## src/rtl/lcd_pkg.sv

```systemverilog
// lcd_pkg: state encodings, bus widths, command codes and helpers for the LCD write engine
package lcd_pkg;
    localparam logic [2:0] ST_IDLE  = 3'd0;
    localparam logic [2:0] ST_SETUP = 3'd1;
    localparam logic [2:0] ST_EHIGH = 3'd2;
    localparam logic [2:0] ST_HOLD  = 3'd3;
    localparam logic [2:0] ST_WAIT  = 3'd4;
    localparam logic [2:0] ST_DONE  = 3'd5;
    typedef enum logic [2:0] {
        IDLE  = ST_IDLE,
        SETUP = ST_SETUP,
        EHIGH = ST_EHIGH,
        HOLD  = ST_HOLD,
        WAIT  = ST_WAIT,
        DONE  = ST_DONE
    } state_t;
    localparam int BUS_4BIT = 4;
    localparam int BUS_8BIT = 8;
    localparam logic [7:0] CMD_CLEAR = 8'h01;
    localparam logic [7:0] CMD_HOME  = 8'h02;
    function automatic int max2(input int a, input int b);
        return a > b ? a : b;
    endfunction
endpackage

```

## src/rtl/lcd_tick_timer.sv

```systemverilog
// lcd_tick_timer: loadable down-counter that parks at zero and flags it
module lcd_tick_timer #(
    parameter int W = 2
) (
    input  logic         clk_1ms,
    input  logic         reset,
    input  logic         load,
    input  logic [W-1:0] load_val,
    output logic         zero
);
    logic [W-1:0] cnt;
    always_ff @(posedge clk_1ms or posedge reset)
        if (reset) cnt <= '0;
        else       cnt <= load ? load_val : (cnt != '0 ? cnt - 1'b1 : cnt);
    assign zero = cnt == '0;
endmodule

```

## src/rtl/lcd_write_engine.sv

```systemverilog
// lcd_write_engine: HD44780 bus write sequencer (4/8-bit); define LCD_LONG_CMD_EN for long clear/home execute time
module lcd_write_engine
    import lcd_pkg::*;
#(
    parameter int BUS_WIDTH       = 8,
    parameter int SETUP_TICKS     = 1,
    parameter int E_HIGH_TICKS    = 1,
    parameter int HOLD_TICKS      = 1,
    parameter int EXEC_TICKS      = 1,
    parameter int LONG_EXEC_TICKS = 2
) (
    input  logic                 clk_1ms,
    input  logic                 reset,
    input  logic                 wr_req,
    input  logic                 reg_sel,
    input  logic [7:0]           data_in,
    output logic                 busy,
    output logic                 done,
    output logic                 lcd_e,
    output logic                 lcd_rw,
    output logic                 lcd_rs,
    output logic [BUS_WIDTH-1:0] lcd_db
);
    localparam int MAXT = max2(max2(max2(SETUP_TICKS, E_HIGH_TICKS), max2(HOLD_TICKS, EXEC_TICKS)), LONG_EXEC_TICKS);
    localparam int CW   = $clog2(MAXT + 1);
    localparam bit FOUR = BUS_WIDTH == BUS_4BIT;

    generate
        if (BUS_WIDTH != BUS_4BIT && BUS_WIDTH != BUS_8BIT) begin : g_bad_width
            $error("lcd_write_engine: BUS_WIDTH must be 4 or 8");
        end
    endgenerate

    state_t        state;
    logic [7:0]    data_q;
    logic          nib;
    logic          zero;
    logic          load;
    logic [CW-1:0] load_val;
    logic [CW-1:0] exec_val;
    logic          x_zero;
    logic          is_long;
    logic          last;
    logic [7:0]    first_w;
    logic [7:0]    next_w;

`ifdef LCD_LONG_CMD_EN
    assign is_long = !lcd_rs && (data_q == CMD_CLEAR || data_q[7:1] == CMD_HOME[7:1]);
`else
    assign is_long = 1'b0;
`endif

    // lcd_rs still holds the latched flag when HOLD exits, so it qualifies the long-command check
    assign exec_val = is_long ? CW'(LONG_EXEC_TICKS - 1) : CW'(EXEC_TICKS - 1);
    assign x_zero   = is_long ? (LONG_EXEC_TICKS == 0) : (EXEC_TICKS == 0);
    assign last     = !FOUR || nib;
    assign first_w  = FOUR ? {4'h0, data_in[7:4]} : data_in;
    assign next_w   = FOUR ? {4'h0, data_q[3:0]} : data_q;
    assign load     = (state == IDLE && wr_req) || (state inside {SETUP, EHIGH, HOLD, WAIT} && zero);
    assign load_val = state == IDLE            ? CW'(SETUP_TICKS - 1) :
                      state == SETUP           ? CW'(E_HIGH_TICKS - 1) :
                      state == EHIGH           ? CW'(HOLD_TICKS - 1) :
                      (state == HOLD && !last) ? CW'(SETUP_TICKS - 1) : exec_val;

    lcd_tick_timer #(.W(CW)) u_timer (
        .clk_1ms (clk_1ms),
        .reset   (reset),
        .load    (load),
        .load_val(load_val),
        .zero    (zero)
    );

    always_ff @(posedge clk_1ms or posedge reset) begin
        if (reset) begin
            state  <= IDLE;
            data_q <= '0;
            nib    <= 1'b0;
            busy   <= 1'b0;
            done   <= 1'b0;
            lcd_e  <= 1'b0;
            lcd_rw <= 1'b0;
            lcd_rs <= 1'b0;
            lcd_db <= '0;
        end else begin
            lcd_rw <= 1'b0;
            case (state)
                IDLE: if (wr_req) begin
                    state  <= SETUP;
                    data_q <= data_in;
                    nib    <= 1'b0;
                    busy   <= 1'b1;
                    lcd_rs <= reg_sel;
                    lcd_db <= first_w[BUS_WIDTH-1:0];
                end
                SETUP: if (zero) begin
                    state <= EHIGH;
                    lcd_e <= 1'b1;
                end
                EHIGH: if (zero) begin
                    state <= HOLD;
                    lcd_e <= 1'b0;
                end
                HOLD: if (zero) begin
                    if (!last) begin
                        state  <= SETUP;
                        nib    <= 1'b1;
                        lcd_db <= next_w[BUS_WIDTH-1:0];
                    end else begin
                        state  <= x_zero ? DONE : WAIT;
                        busy   <= !x_zero;
                        done   <= x_zero;
                        lcd_rs <= 1'b0;
                        lcd_db <= '0;
                    end
                end
                WAIT: if (zero) begin
                    state <= DONE;
                    busy  <= 1'b0;
                    done  <= 1'b1;
                end
                DONE: begin
                    state <= IDLE;
                    done  <= 1'b0;
                end
                default: state <= IDLE;
            endcase
        end
    end
endmodule

```

## config.mk

```make
export PLATFORM = sky130hd
export DESIGN_NAME = lcd_write_engine
export DESIGN_NICKNAME = d
export VERILOG_FILES = /design/src/rtl/lcd_pkg.sv /design/src/rtl/lcd_tick_timer.sv /design/src/rtl/lcd_write_engine.sv
export SDC_FILE = /design/constraint.sdc
export NUM_CORES = 1
export LEC_CHECK = 0
export CAP_MARGIN = 20
export CELL_PAD_IN_SITES_DETAIL_PLACEMENT = 1
export CELL_PAD_IN_SITES_GLOBAL_PLACEMENT = 1
export CORE_MARGIN = 3
export CORE_UTILIZATION = 39
export CTS_BUF_LIST = sky130_fd_sc_hd__clkbuf_8
export CTS_CLUSTER_DIAMETER = 60
export CTS_CLUSTER_SIZE = 25
export DETAILED_ROUTE_END_ITERATION = 12
export PLACE_DENSITY = 0.95
export SLEW_MARGIN = 20
export SYNTH_ARGS = -nofsm -noshare
export SYNTH_HDL_FRONTEND = slang
export SYNTH_SLANG_ARGS = --single-unit
```

## constraint.sdc

```tcl
create_clock -name clk_1ms -period 2.77 [get_ports clk_1ms]
set_input_delay 0.831 -clock clk_1ms [delete_from_list [all_inputs] [get_ports clk_1ms]]
set_output_delay 0.831 -clock clk_1ms [all_outputs]
set_load 0.01 [all_outputs]
```

==> impl_metrics.toml <==
[synth]
syn_area_per_cell_um2 = 10.9
synth_area_um2 = 815
ys_types = 29
synth_nets = 88
synth.top_cell.area_share = 0.522
ys_ff_latch = 17
ys_seq_area_frac = 0.522
synth_area_leaders = "dfrtp_1 (52%), a22o_1 (9.7%), a21oi_1 (3.1%)"
yosysWarnings = 0
synth_area_leader_cell = "dfrtp_1"
syn-instance-count = 75

[layout]
layout_common_cells = "clkdlybuf4s50_1 (23), dfrtp_1 (17), a22o_1 (9)"
num_antenna_cells = 0
n_fill_cell = 219
layout_commonest_cell = "clkdlybuf4s50_1"
num-nets-final = 112
area_growth_pct = 35.5
regArea_um2 = 425
layout-drive-gt1-share = 0.0816
multiInputGateArea_um2 = 344

[routing]
vias_per_cell = 5.45
totalWireLength_um = 2100
drt-wirelength-per-cell_um = 17.1
drt_iter0_markers = 8
route.vias.total = 670
drt_pre_antenna_iters = 3
ant_nets = 0
drc = 0

[worst_setup_path]
critPathLaunchType = "flip-flop"
critPathArrivalTime_ps = 1190
crit_buf_inv = 1
endpoint_kind = "output pin"
crit_chain = "clkdlybuf4s50_1"
setup.worst_path.class = "flip-flop to output pin"
slowest_stage = "clkdlybuf4s50_1"
cp_max_fo = 3
max_stage_delay_ps = 550
cp.required_ps = 1940
regToRegStartpoint = "u_timer.cnt[0]"
crit_path_start = "busy"
crit_family = "buffers and inverters"

[cts]
post_cts_resized = 0
clock_sinks = 17
numCtsBuffers = 3
post_cts_buffers = 0
cts_tree = "built"
htreeDepth = 1
clk_latency_ps = 260
clockBufferDepth = 2
cts_hold_buf = 0
clk_pin_slew_ps = 70
clockRootBuffer = "clkbuf_8"

[timing]
max_freq_ghz = 0.495
skew_ps = 0.767
finalCritPeriodShare = 0.730
maxSlewViolCount = 0
setup_viol = 0
whs_ps = 502
finalSetupTns_ps = 0
rsz0062_at_grt = "no"
worstMarginPinSlew_ps = 649
slew_headroom = 0.567
post-route-min-period_ps = 2020
hold_violations = 0

[power]
power.density_mw_per_mm2 = 1040
power.leakage_nw = 0.492
vdd_drop_max_mv = 0.637

[place]
dpl.hpwl_um = 1520
io_buffers = 23
place.gp.congestion = 0.757

[floorplanning]
core_mm2 = 0.00184
top_level_ports = 25
die_h_um = 51.7
start_util = 0.443
dieWidth_um = 51.7
num_rows = 15
die-area_mm2 = 0.00267

[worst_hold_path]
hold_class = "flip-flop to flip-flop"
min-delay-start = "lcd_db[5]"

[global_route]
grt_start_max_net_pins = 18
antenna_found_initial = 0
grtUsageTotal = 0.192
grt_overflow = 0
grt_pass1_vias = 662
grt_pass1_wl_um = 3550

[outcome]
status = "finished clean"

[job]
maxCapViolations = 0
-- state kept, by name (all words and copies together), names as in the netlist --
| signal | cells |
|---|---|
| state | 3 |
| lcd_db | 8 |
| lcd_rs | 1 |
| u_timer.cnt | 2 |
| lcd_e | 1 |
| done | 1 |
| busy | 1 |
-- final timing paths --
path	end	slack (ps)	depth (start not counted)
worst max-delay path	busy	750	1
worst min-delay path	lcd_db[5]	500	1
worst max register to register	lcd_db[0]	1010	5
worst min register to register	lcd_db[5]	500	1
max in group asynchronous	u_timer.cnt[1]	1390	2
min in group asynchronous	lcd_db[4]	960	2
-- routing by layer --
layer | wire length (um) | GRT usage | up-vias
met4 | 49 | 0.105 | 0
met3 | 116 | 0.0430 | 5
li1 | - | - | 310
met2 | 1020 | 0.311 | 22
met1 | 911 | 0.234 | 333
met5 | 0 | 0 | -
-- synthesized netlist by cell type --
master and instances:
dfrtp_1 17, a22o_1 9, nand2_1 6, a21oi_1 5, inv_1 4, nor2_1 4, buf_2 3, o21ai_0 3
a31oi_1 2, nand3_1 2, or3b_1 2, a21o_1 1, a221o_1 1, a31oi_4 1, and3b_1 1, buf_4 1
clkbuf_1 1, conb_1 1, ha_1 1, inv_2 1, mux2i_1 1, nand3b_1 1, nor2b_1 1, nor3b_1 1
nor4b_4 1, o21ai_1 1, o31a_1 1, or2_1 1, xnor2_1 1
-- worst register-to-register path, delay by kind of cell (launching register included) --
family	cells	cell delay, ps
compound gates	2	440
flops	1	410
fa+ha+maj	1	410
simple gates	1	330
buf+inv	1	70
-- stage by stage --
step           std cells  total power, mW  utilization  cell area, um^2  worst slack (ps)
3_5_place_dp         119            0.966        0.575             1060               628
5_1_grt              123             1.24        0.600             1100               713
3_3_place_gp         119            0.937        0.575             1060               686
2_1_floorplan         75            0.742            -              815              1110
4_1_cts              123             1.16        0.600             1100               736
6_report             123             1.15        0.600             1100               748
-- cell families (layout without fill, tap and decap cells) --
family                   Yosys count  after routing  synth area share
AO/OA/AOI/OAI                     24             24             0.226
AND/OR/NAND/NOR                   20             20             0.154
flip-flops                        17             17             0.522
buffers and inverters             10             33            0.0553
adder cells (fa/ha/maj)            1              1            0.0154
other                              1              1           0.00460
XOR/XNOR                           1              1            0.0108
multiplexers                       1              1            0.0123
-- area by class of cell --
class | count | share of cell area
flip-flops and latches | 17 | 0.385
multi-input cells | 48 | 0.312
repair buffers | 24 | 0.215
clock buffers | 3 | 0.0374
well taps | 25 | 0.0283
inverters | 5 | 0.0170
clock inverters | 1 | 0.00454
-- where the power goes --
group          internal [mW]  total [mW]  switching (mW)
clock                  0.100       0.189          0.0885
combinational          0.281       0.493           0.212
sequential             0.339       0.468           0.129
total                  0.720        1.15           0.429
Note: power is estimated with default switching activity, not from simulation.
==> RTL change, RTL diff (same settings) <==
Build with the macro `LCD_LONG_CMD_EN` defined.
--- a/src/rtl/lcd_write_engine.sv
+++ b/src/rtl/lcd_write_engine.sv
@@ -1,4 +1,6 @@
 // lcd_write_engine: HD44780 bus write sequencer (4/8-bit); define LCD_LONG_CMD_EN for long clear/home execute time
+`define LCD_LONG_CMD_EN
+
 module lcd_write_engine
     import lcd_pkg::*;
 #(
Formal check against the unedited RTL: not equivalent (Yosys sat finds a counterexample within 10 cycles, from zero or initial values and one cycle with reset high).
==> RTL change against the unedited design <==
Sequential cell count is 8 higher. Utilization is 9.0 points lower. Critical endpoint is now lcd_db[0]. Area after synthesis is 43% higher. Total power is 42% higher. First-iteration DRC count is 130% higher. Clock skew is 0.0028 ns higher. Worst setup slack worse by 0.090 ns. Cell area is 30% higher. Critical path depth is 3 higher. Routed wire length is 16% higher. Combinational power is 48% higher.
==> RTL change: results (changes against the unedited design) <==
| Metric | Value |
|---|---|
| Status | `finished clean (unchanged)` |
| Critical Path Sink Type | `flop (was output pin)` |
| Final net count | `132 (was 112)` |
| Comb_multi_in | `59 (was 48)` |
| Post-synthesis mux area share | `0.105 (was 0.0123)` |
| Reg2reg setup slack | `1.05 ns (was 1.01 ns)` |
| Vias in the first global route | `907 (was 662)` |
| Seq/Total Area, Yosys | `0.539 (was 0.522)` |
| Final GP Congestion | `0.756 (was 0.757)` |
| Layout cells sized above 1 | `0.144 (was 0.0816)` |
| Buffering overhead | `0.171 (was 0.215)` |
| Biggest regs | `data_q: 8 flops, lcd_db: 8 flops, state: 3 flops (was lcd_db: 8 flops, state: 3 flops, u_timer.cnt: 2 flops)` |
| CP arrival | `2.26 ns (was 1.19 ns)` |
| CP max FO | `8 (was 3)` |
| Multi-input combinational area share | `0.320 (was 0.312)` |
| Detailed Place HPWL | `1.76 mm (was 1.52 mm)` |
| Top cells by area, synth | `dfrtp_1 54%, mux2_2 8.7%, a22o_1 6.0% (was dfrtp_1 52%, a22o_1 9.7%, a21oi_1 3.1%)` |
| Adder-cell share of the synthesized area | `0.0108 (was 0.0154)` |
| Synth cell types | `35 (was 29)` |
| Bufs w/o clock | `25 (was 24)` |
| Fillers | `306 (was 219)` |
| Synth Area in XOR/XNOR | `0.0151 (was 0.0108)` |
| Via-to-Cell Ratio | `5.52 (was 5.45)` |
| Clk_skew | `0.00353 ns (was 0.000767 ns)` |
| FF+latch area | `626 µm² (was 425 µm²)` |
| Compound-Gate Fraction of Synth Area | `0.158 (was 0.226)` |
| Static leakage | `0.634 nW (was 0.492 nW)` |
| Worst vdd rail ir drop | `0.459 mV (was 0.637 mV)` |
| Hold_sp | `lcd_db[3] (was lcd_db[5])` |
| Drt wl/cell | `16.4 µm (was 17.1 µm)` |
| Maximum number of pins on one net before global-route repair | `26 (was 18)` |
| Commonest cells post-synth | `25 x dfrtp_1, 9 x mux2_2, 8 x a22o_1 (was 17 x dfrtp_1, 9 x a22o_1, 6 x nand2_1)` |
| Switching fraction of total power | `0.360 (was 0.373)` |
| First-pass DRT Iterations | `4 (was 3)` |
| Starting DRT DRC Count | `18 (was 8)` |
| FF+latch count | `25 (was 17)` |
| Global-route wire length before repair | `4.17 mm (was 3.55 mm)` |
| Synthesized net count | `109 (was 88)` |
| Clock Tree Buf Depth | `2 (unchanged)` |
| Final hold slack | `0.511 ns (was 0.502 ns)` |
| P_seq | `0.000698 W (was 0.000468 W)` |
| Htree depth | `1 (unchanged)` |
| GRT Overall Usage | `0.156 (was 0.192)` |
-- RTL change: kinds of logic after synthesis --
| logic type | Yosys count |
|---|---|
| mux | 11 |
| compound gates | 25 |
| other cells | 1 |
| flops | 25 |
| simple gates | 19 |
| buf+inv | 12 |
| fa+ha+maj | 1 |
| xor+xnor | 2 |
-- RTL change: through the flow --
step / worst slack [ns] / instance area [µm²] / instances / power, W
global route: 0.595 / 1430 / 149 / 0.00177
CTS: 0.631 / 1430 / 149 / 0.00166
detailed placement: 0.398 / 1390 / 145 / 0.00145
finish: 0.658 / 1430 / 149 / 0.00163
floorplan: 1.08 / 1160 / 96 / 0.00121
global placement: 0.459 / 1390 / 145 / 0.00139
-- RTL change: metal layers --
metal	vias to the layer above	wire [µm]	GRT usage
li1	385	-	-
met1	412	1080	0.194
met2	21	1240	0.267
met3	5	93	0.0340
met4	0	34	0.0557
met5	-	0	0
